## src/rtl/pipe_hazard_ctrl_pkg.sv

```systemverilog
// Shared definitions for the pipeline hazard controller.
//   RESULTSRC_*  : ResultSrc encodings seen in the E stage (LOAD marks a load)
//   FWD_SEL_RF   : forward select value meaning "take operand from regfile"
//   fsel_w()     : width of a forward select for a given forwarding depth
//   cnt_w()      : width of a counter able to hold 0..n
package pipe_pkg;

  localparam logic [1:0] RESULTSRC_ALU  = 2'b00;
  localparam logic [1:0] RESULTSRC_LOAD = 2'b01;
  localparam logic [1:0] RESULTSRC_PC4  = 2'b10;

  localparam int FWD_SEL_RF = 0;

  function automatic int fsel_w(input int depth);
    return $clog2(depth + 1);
  endfunction

  function automatic int cnt_w(input int n);
    return $clog2(n + 1);
  endfunction

endpackage

```

## src/rtl/pipe_hazard_ctrl_if.sv

```systemverilog
// Bundle between the pipeline datapath and the hazard controller.
//   master : datapath side, drives pipeline register fields, receives controls
//   slave  : hazard controller side
// Field names follow the datapath's pipeline-register naming (xxxD / xxxE).
interface pipe_hazard_ctrl_if #(
  parameter int REG_AW    = 5,
  parameter int FWD_DEPTH = 2,
  parameter int MC_SLOTS  = 4,
  parameter int PERF_W    = 16
);
  import pipe_pkg::*;

  localparam int FSEL_W = fsel_w(FWD_DEPTH);
  localparam int CNT_W  = cnt_w(MC_SLOTS);

  logic [REG_AW-1:0]           Rs1D, Rs2D, Rs1E, Rs2E, RdE;
  logic                        LoadE;
  logic [FWD_DEPTH*REG_AW-1:0] RdFwd;
  logic [FWD_DEPTH-1:0]        RegWriteFwd;
  logic                        PCSrcE, JalrE;
  logic                        McIssueE, McUseD, McDone;
  logic [REG_AW-1:0]           McRd;

  logic                        StallF, StallD, FlushD, FlushE;
  logic [FSEL_W-1:0]           ForwardAE, ForwardBE;
  logic [CNT_W-1:0]            McPending;
  logic [PERF_W-1:0]           StallCycles;
  logic                        McErr;

  modport master (
    output Rs1D, Rs2D, Rs1E, Rs2E, RdE, LoadE, RdFwd, RegWriteFwd,
           PCSrcE, JalrE, McIssueE, McUseD, McDone, McRd,
    input  StallF, StallD, FlushD, FlushE, ForwardAE, ForwardBE,
           McPending, StallCycles, McErr
  );

  modport slave (
    input  Rs1D, Rs2D, Rs1E, Rs2E, RdE, LoadE, RdFwd, RegWriteFwd,
           PCSrcE, JalrE, McIssueE, McUseD, McDone, McRd,
    output StallF, StallD, FlushD, FlushE, ForwardAE, ForwardBE,
           McPending, StallCycles, McErr
  );

endinterface

```

## src/rtl/pipe_hazard_ctrl_scoreboard.sv

```systemverilog
// Pending-destination scoreboard for the out-of-order multi-cycle unit.
//   clk, reset     : clock, async active-low reset
//   issue/issue_rd : op launched from E, destination register
//   done/done_rd   : op write-back, destination register
//   pend           : one bit per architectural register, x0 never set
//   pend_cnt       : outstanding op count
//   err            : sticky, a write-back arrived for a non-pending register
module hazard_scoreboard #(
  parameter int REG_AW   = 5,
  parameter int MC_SLOTS = 4
) (
  input  logic                        clk,
  input  logic                        reset,
  input  logic                        issue,
  input  logic [REG_AW-1:0]           issue_rd,
  input  logic                        done,
  input  logic [REG_AW-1:0]           done_rd,
  output logic [(1<<REG_AW)-1:0]      pend,
  output logic [$clog2(MC_SLOTS+1)-1:0] pend_cnt,
  output logic                        err
);

  logic inc, dec;

  assign inc = issue && (issue_rd != '0);
  assign dec = done && pend[done_rd];

  always_ff @(posedge clk or negedge reset) begin
    if (!reset) begin
      pend     <= '0;
      pend_cnt <= '0;
      err      <= 1'b0;
    end else begin
      if (done) pend[done_rd] <= 1'b0;
      // Set after clear: a reissue to a completing register stays pending.
      if (inc) pend[issue_rd] <= 1'b1;
      if (inc && !dec && pend_cnt != '1)
        pend_cnt <= pend_cnt + 1'b1;
      else if (dec && !inc && pend_cnt != '0)
        pend_cnt <= pend_cnt - 1'b1;
      if (done && !pend[done_rd]) err <= 1'b1;
    end
  end

endmodule

```

## src/rtl/pipe_hazard_ctrl.sv

```systemverilog
// Hazard / forwarding controller for the 5-stage RV32 pipeline.
//   clk    : rising-edge clock
//   reset  : async active-low reset
//   bus    : pipeline fields in, stall/flush/forward controls and status out
// Forward selects: 0 = regfile, k+1 = nearest writing stage k after E.
// Redirect (taken branch / jalr) overrides any stall since D is discarded.
module pipe_hazard_ctrl #(
  parameter int REG_AW    = 5,
  parameter int FWD_DEPTH = 2,
  parameter int MC_SLOTS  = 4,
  parameter int PERF_W    = 16
) (
  input  logic             clk,
  input  logic             reset,
  pipe_hazard_ctrl_if.slave bus
);
  import pipe_pkg::*;

  localparam int FSEL_W = fsel_w(FWD_DEPTH);
  localparam int CNT_W  = cnt_w(MC_SLOTS);

  logic [(1<<REG_AW)-1:0] pend;
  logic [CNT_W-1:0]       pend_cnt;
  logic                   mc_err;

  hazard_scoreboard #(.REG_AW(REG_AW), .MC_SLOTS(MC_SLOTS)) u_sb (
    .clk      (clk),
    .reset    (reset),
    .issue    (bus.McIssueE),
    .issue_rd (bus.RdE),
    .done     (bus.McDone),
    .done_rd  (bus.McRd),
    .pend     (pend),
    .pend_cnt (pend_cnt),
    .err      (mc_err)
  );

  assign bus.McPending = pend_cnt;
  assign bus.McErr     = mc_err;

  // Forwarding
  logic [FWD_DEPTH-1:0] hit_a, hit_b;
  logic [FSEL_W-1:0]    fwd_a, fwd_b;

  for (genvar k = 0; k < FWD_DEPTH; k++) begin : g_fwd
    logic [REG_AW-1:0] rd_k;
    assign rd_k     = bus.RdFwd[k*REG_AW +: REG_AW];
    assign hit_a[k] = bus.RegWriteFwd[k] && (rd_k == bus.Rs1E) && (bus.Rs1E != '0);
    assign hit_b[k] = bus.RegWriteFwd[k] && (rd_k == bus.Rs2E) && (bus.Rs2E != '0);
  end

  // Scan from the oldest stage down so the youngest matching stage wins.
  always_comb begin
    fwd_a = FSEL_W'(FWD_SEL_RF);
    fwd_b = FSEL_W'(FWD_SEL_RF);
    for (int i = FWD_DEPTH - 1; i >= 0; i--) begin
      if (hit_a[i]) fwd_a = FSEL_W'(i + 1);
      if (hit_b[i]) fwd_b = FSEL_W'(i + 1);
    end
  end

  assign bus.ForwardAE = fwd_a;
  assign bus.ForwardBE = fwd_b;

  // Stall / flush
  logic        load_use, sb_hit1, sb_hit2, slot_full, stall_req, redir;
  logic        issue_ok, done_valid;
  logic [31:0] slot_sum, slot_lim;

  assign load_use = bus.LoadE && (bus.RdE != '0) &&
                    ((bus.RdE == bus.Rs1D) || (bus.RdE == bus.Rs2D));

  // A register completing this cycle reaches D through the regfile bypass.
  assign sb_hit1 = (bus.Rs1D != '0) && pend[bus.Rs1D] &&
                   !(bus.McDone && (bus.McRd == bus.Rs1D));
  assign sb_hit2 = (bus.Rs2D != '0) && pend[bus.Rs2D] &&
                   !(bus.McDone && (bus.McRd == bus.Rs2D));

  assign issue_ok   = bus.McIssueE && (bus.RdE != '0);
  assign done_valid = bus.McDone && pend[bus.McRd];

  // Projected occupancy compared as sum >= limit + retire to avoid underflow.
  assign slot_sum  = 32'(pend_cnt) + 32'(issue_ok);
  assign slot_lim  = 32'(MC_SLOTS) + 32'(done_valid);
  assign slot_full = bus.McUseD && (slot_sum >= slot_lim);

  assign stall_req = load_use | sb_hit1 | sb_hit2 | slot_full;
  assign redir     = bus.PCSrcE | bus.JalrE;

  assign bus.StallF = !redir && stall_req;
  assign bus.StallD = !redir && stall_req;
  assign bus.FlushD = redir;
  assign bus.FlushE = redir | stall_req;

  // Stall-cycle perf counter, saturating
  logic [PERF_W-1:0] stall_cycles;

  always_ff @(posedge clk or negedge reset) begin
    if (!reset)
      stall_cycles <= '0;
    else if (bus.StallD && stall_cycles != '1)
      stall_cycles <= stall_cycles + 1'b1;
  end

  assign bus.StallCycles = stall_cycles;

endmodule

```

## src/flat_wrapper.sv

```systemverilog
// flat-port wrapper written by rule: the top's interface ports become plain ports
module pipe_hazard_ctrl_flat import pipe_pkg::*;
#(
  parameter int REG_AW    = 5,
  parameter int FWD_DEPTH = 2,
  parameter int MC_SLOTS  = 4,
  parameter int PERF_W    = 16
)
  (clk, reset, bus_Rs1D, bus_Rs2D, bus_Rs1E, bus_Rs2E, bus_RdE, bus_LoadE, bus_RdFwd, bus_RegWriteFwd, bus_PCSrcE, bus_JalrE, bus_McIssueE, bus_McUseD, bus_McDone, bus_McRd, bus_StallF, bus_StallD, bus_FlushD, bus_FlushE, bus_ForwardAE, bus_ForwardBE, bus_McPending, bus_StallCycles, bus_McErr);
  pipe_hazard_ctrl_if #(.REG_AW(REG_AW), .FWD_DEPTH(FWD_DEPTH), .MC_SLOTS(MC_SLOTS), .PERF_W(PERF_W)) bus_i ();
  input  logic clk;
  input  logic reset;
  input wire logic [$bits(bus_i.Rs1D)-1:0] bus_Rs1D;
  input wire logic [$bits(bus_i.Rs2D)-1:0] bus_Rs2D;
  input wire logic [$bits(bus_i.Rs1E)-1:0] bus_Rs1E;
  input wire logic [$bits(bus_i.Rs2E)-1:0] bus_Rs2E;
  input wire logic [$bits(bus_i.RdE)-1:0] bus_RdE;
  input wire logic [$bits(bus_i.LoadE)-1:0] bus_LoadE;
  input wire logic [$bits(bus_i.RdFwd)-1:0] bus_RdFwd;
  input wire logic [$bits(bus_i.RegWriteFwd)-1:0] bus_RegWriteFwd;
  input wire logic [$bits(bus_i.PCSrcE)-1:0] bus_PCSrcE;
  input wire logic [$bits(bus_i.JalrE)-1:0] bus_JalrE;
  input wire logic [$bits(bus_i.McIssueE)-1:0] bus_McIssueE;
  input wire logic [$bits(bus_i.McUseD)-1:0] bus_McUseD;
  input wire logic [$bits(bus_i.McDone)-1:0] bus_McDone;
  input wire logic [$bits(bus_i.McRd)-1:0] bus_McRd;
  output wire logic [$bits(bus_i.StallF)-1:0] bus_StallF;
  output wire logic [$bits(bus_i.StallD)-1:0] bus_StallD;
  output wire logic [$bits(bus_i.FlushD)-1:0] bus_FlushD;
  output wire logic [$bits(bus_i.FlushE)-1:0] bus_FlushE;
  output wire logic [$bits(bus_i.ForwardAE)-1:0] bus_ForwardAE;
  output wire logic [$bits(bus_i.ForwardBE)-1:0] bus_ForwardBE;
  output wire logic [$bits(bus_i.McPending)-1:0] bus_McPending;
  output wire logic [$bits(bus_i.StallCycles)-1:0] bus_StallCycles;
  output wire logic [$bits(bus_i.McErr)-1:0] bus_McErr;
  assign bus_i.Rs1D = bus_Rs1D;
  assign bus_i.Rs2D = bus_Rs2D;
  assign bus_i.Rs1E = bus_Rs1E;
  assign bus_i.Rs2E = bus_Rs2E;
  assign bus_i.RdE = bus_RdE;
  assign bus_i.LoadE = bus_LoadE;
  assign bus_i.RdFwd = bus_RdFwd;
  assign bus_i.RegWriteFwd = bus_RegWriteFwd;
  assign bus_i.PCSrcE = bus_PCSrcE;
  assign bus_i.JalrE = bus_JalrE;
  assign bus_i.McIssueE = bus_McIssueE;
  assign bus_i.McUseD = bus_McUseD;
  assign bus_i.McDone = bus_McDone;
  assign bus_i.McRd = bus_McRd;
  assign bus_StallF = bus_i.StallF;
  assign bus_StallD = bus_i.StallD;
  assign bus_FlushD = bus_i.FlushD;
  assign bus_FlushE = bus_i.FlushE;
  assign bus_ForwardAE = bus_i.ForwardAE;
  assign bus_ForwardBE = bus_i.ForwardBE;
  assign bus_McPending = bus_i.McPending;
  assign bus_StallCycles = bus_i.StallCycles;
  assign bus_McErr = bus_i.McErr;
  pipe_hazard_ctrl #(.REG_AW(REG_AW), .FWD_DEPTH(FWD_DEPTH), .MC_SLOTS(MC_SLOTS), .PERF_W(PERF_W)) u_core (.clk(clk), .reset(reset), .bus(bus_i));
endmodule
```

## config.mk

```make
export PLATFORM = sky130hd
export DESIGN_NAME = pipe_hazard_ctrl_flat
export DESIGN_NICKNAME = d
export VERILOG_FILES = /design/src/rtl/pipe_hazard_ctrl_pkg.sv /design/src/rtl/pipe_hazard_ctrl_if.sv /design/src/rtl/pipe_hazard_ctrl_scoreboard.sv /design/src/rtl/pipe_hazard_ctrl.sv /design/src/flat_wrapper.sv
export SDC_FILE = /design/constraint.sdc
export NUM_CORES = 1
export LEC_CHECK = 0
export CAP_MARGIN = 20
export CORE_ASPECT_RATIO = 1.25
export CORE_MARGIN = 5
export CORE_UTILIZATION = 30
export CTS_CLUSTER_DIAMETER = 100
export CTS_CLUSTER_SIZE = 25
export DETAILED_ROUTE_END_ITERATION = 6
export MAX_ROUTING_LAYER = met4
export PLACE_DENSITY = 0.6
export REMOVE_ABC_BUFFERS = 1
export SLEW_MARGIN = 20
export SYNTH_ARGS = -nofsm -noshare
export SYNTH_HDL_FRONTEND = slang
export SYNTH_SLANG_ARGS = --single-unit
```

## constraint.sdc

```tcl
create_clock -name clk -period 19.6 [get_ports clk]
set_clock_uncertainty 0.05 [all_clocks]
set_input_delay 5.88 -clock clk [delete_from_list [all_inputs] [get_ports clk]]
set_output_delay 5.88 -clock clk [all_outputs]
set_load 0.02 [all_outputs]
```

==> flow_summary.ini <==
[flow_run]
drv_cap = 0

[synth]
yosysMostFrequentCell = o21ai_0
ys_top_cells_by_count = o21ai_0 (63), dfrtp_1 (52), xnor2_1 (49), nand3_1 (29), nand2_1 (20)
synthCells = 412
syn_area_per_cell_sq_um = 9.74
synth_edf_count = 0
synth_seq_cells = 52
synth.top_cell.area_share_pct = 32.4
synth_top_cell_by_area = dfrtp_1
ys_seq_area_share_pct = 32.4
synth_area_leaders = dfrtp_1 (32%), xnor2_1 (11%), o21ai_0 (7.9%), mux4_2 (7.3%), nand3_1 (3.6%)
async_flop_share_pct = 100
netlist_area_sq_um = 4010
synthDistinctLibCells = 65
ys.flop_type = dfrtp_1
ys_warn_count = 0

[clocking]
postCtsSetupBuffers = 0
clkLatencyLatePin_ns = 0.29
cts_root_buf = clkbuf_16
cts.clk_slew.worst_paths_ns = 0.06
htreeDepth = 2
cts_tree = built
cts_hold_buf = 0
post_cts_resized = 0
clock_path_buffers = 2
numClockSinks = 52
numCtsBuffers = 5

[routing]
wl_met3_microns = 867
met2_length_microns = 5650
detail-route-antenna-nets = 0
wire_per_inst_microns = 18.8
m1WireLength_microns = 5050
vias = 3655
highest_layer = met4
first_pass_iters = 4
drt_iter0_drc = 266
vias_per_cell = 5.72
wirelength_microns = 12000
drcViolationCount = 0

[power]
seqPwrFrac_pct = 41.0
combPwrFrac_pct = 38.7
pwr-share-clk_pct = 20.2
cellPowerDensity_nw_per_um2 = 80.8
p_int_uw = 255
ir_drop_mv = 0.0454
p_sw_share_pct = 36.3
p_switching_uw = 145
leakagePower_uw = 0.00180

[floorplanning]
start_util_pct = 30.5
die_y_microns = 139
fp-row-count = 47
dieArea_sq_um = 15800
die_w_microns = 113
core-area_sq_um = 13200
io-pin-count = 78

[timing]
fin_crit_ns = 16.30
final_max_slew_viol_count = 0
rsz0062_at_grt = no
period_share_pct = 83.2
slew_headroom_pct = 34.7
worst_slack_ns = 3.30
setup_viol = 0
fin_setup_tns_ns = 0
timing.fmax_ghz = 0.0613
worst_slew_pin_slew_ns = 0.977
hold_viol = 0

[critical_path]
critPathMaxFanout = 17
reg2regPathDepth = 11
critical_path_class = input pin to primary output
critPathRequiredTime_ns = 13.67
worstPathArrival_ns = 10.37
end_kind = primary output
cp-start-kind = input pin

[placed_design]
portBuffers = 77
hpwl_microns = 8850
place_ws_ns = 3.30
gp_congestion = 0.949

[worst_hold_path]
min_path_cells = 1
hold_class = register to register

[final_layout]
n_antenna_cell = 0
drive_gt1_share_pct = 8.97
area_growth_syn_to_layout_pct = 23.3
fin_nets = 525
fill_cells = 1360

[global_route]
grt_overflow = 0
grt_max_degree = 53
antenna_found_initial = 0
grt_pass1_wl_microns = 19200
grt_pass1_vias = 3657
grtUsageTotal_pct = 15.6

[run_status]
status = complete, no violations
==> cell families (layout without fill, tap and decap cells) <==
kind of cell	count (synthesis)	after routing	synth area share, %
buf+inv	38	94	5.55
xor+xnor	55	55	12.0
compound gates	99	99	15.8
flops	52	52	32.4
mux	29	29	13.4
fa+ha+maj	5	5	1.75
simple gates	134	134	19.1
==> metrics by stage <==
| step | utilization (%) | cell area, sq um | hold slack [ns] | cells | power [uW] |
|---|---|---|---|---|---|
| detailed placement | 36.6 | 4820 | 0.420 | 634 | 319 |
| CTS | 37.6 | 4950 | 0.438 | 639 | 403 |
| finish | 37.6 | 4950 | 0.432 | 639 | 400 |
| global placement | 36.6 | 4820 | 0.407 | 634 | 317 |
| global route | 37.6 | 4950 | 0.472 | 639 | 427 |
| floorplan | - | 3830 | 0.421 | 384 | 251 |
==> critical path, stage by stage <==
cell             delay [ns]
clkdlybuf4s50_1        0.96
mux4_1                 0.66
a32oi_1                0.35
a41oi_4                0.26
ha_1                   0.34
nor3b_1                0.25
a2bb2oi_1              0.18
o22ai_1                0.09
a32oi_1                0.20
o221ai_2               0.33
or2_1                  0.32
clkdlybuf4s50_1        0.55
==> power by group through the flow <==
stage          Combinational [uW]  Clock [uW]  Sequential, uW
2_1_floorplan                88.0           0             163
3_3_place_gp                  153           0             164
3_5_place_dp                  155           0             164
4_1_cts                       156        84.4             163
5_1_grt                       171        88.1             168
6_report                      155        80.9             164
==> worst paths after layout <==
kind                                startpoint                        end  slack (ns)
min in group asynchronous                reset        u_core.u_sb.pend[9]        5.66
setup reg to reg           u_core.u_sb.pend[6]  u_core.bus.StallCycles[1]       15.95
hold / removal                 u_core.u_sb.err            u_core.u_sb.err        0.43
setup / recovery                   bus_McRd[0]                 bus_FlushE        3.30
max in group asynchronous                reset  u_core.bus.StallCycles[9]       13.38
hold reg to reg                u_core.u_sb.err            u_core.u_sb.err        0.43
==> cells in the final DEF, fill, tap and decap left out, drive strengths merged, types with 3 or more instances in the layout <==
| cell type | count |
|---|---|
| nor3b | 3 |
| or3b | 3 |
| nand3 | 29 |
| clkdlybuf4s50 | 76 |
| nand3b | 11 |
| mux4 | 18 |
| nor4 | 5 |
| nor2 | 14 |
| dfrtp | 52 |
| xnor2 | 49 |
| o22ai | 3 |
| mux2i | 9 |
| o21ai | 63 |
| or3 | 5 |
| a32oi | 5 |
| inv | 10 |
| a21oi | 5 |
| ha | 4 |
| nor3 | 9 |
| a31oi | 5 |
| nand2 | 21 |
| and2b | 3 |
| xor2 | 6 |
| clkbuf | 5 |
| buf | 3 |
| and3 | 10 |
| nand4 | 8 |
==> area by class of cell <==
class | instances | area [sq um] | area share (%)
flip-flops and latches | 52 | 1300 | 26.3
inverters | 10 | 37.5 | 0.759
multi-input cells | 322 | 2490 | 50.3
clock buffers | 5 | 125 | 2.53
repair buffers | 79 | 781 | 15.8
well taps | 171 | 214 | 4.32
==> layer usage <==
metal | vias up | track usage (%)
met4 | 0 | 6.90
met1 | 1772 | 19.8
met3 | 42 | 3.04
met5 | - | -
met2 | 194 | 24.1
li1 | 1647 | -
==> state kept, by name, summed over array words and instances, names as in the netlist <==
| signal | cells |
|---|---|
| u_core.u_sb.pend | 32 |
| u_core.u_sb.err | 1 |
| u_core.bus.StallCycles | 16 |
| u_core.u_sb.pend_cnt | 3 |
Note: power is estimated with default switching activity, not from simulation.
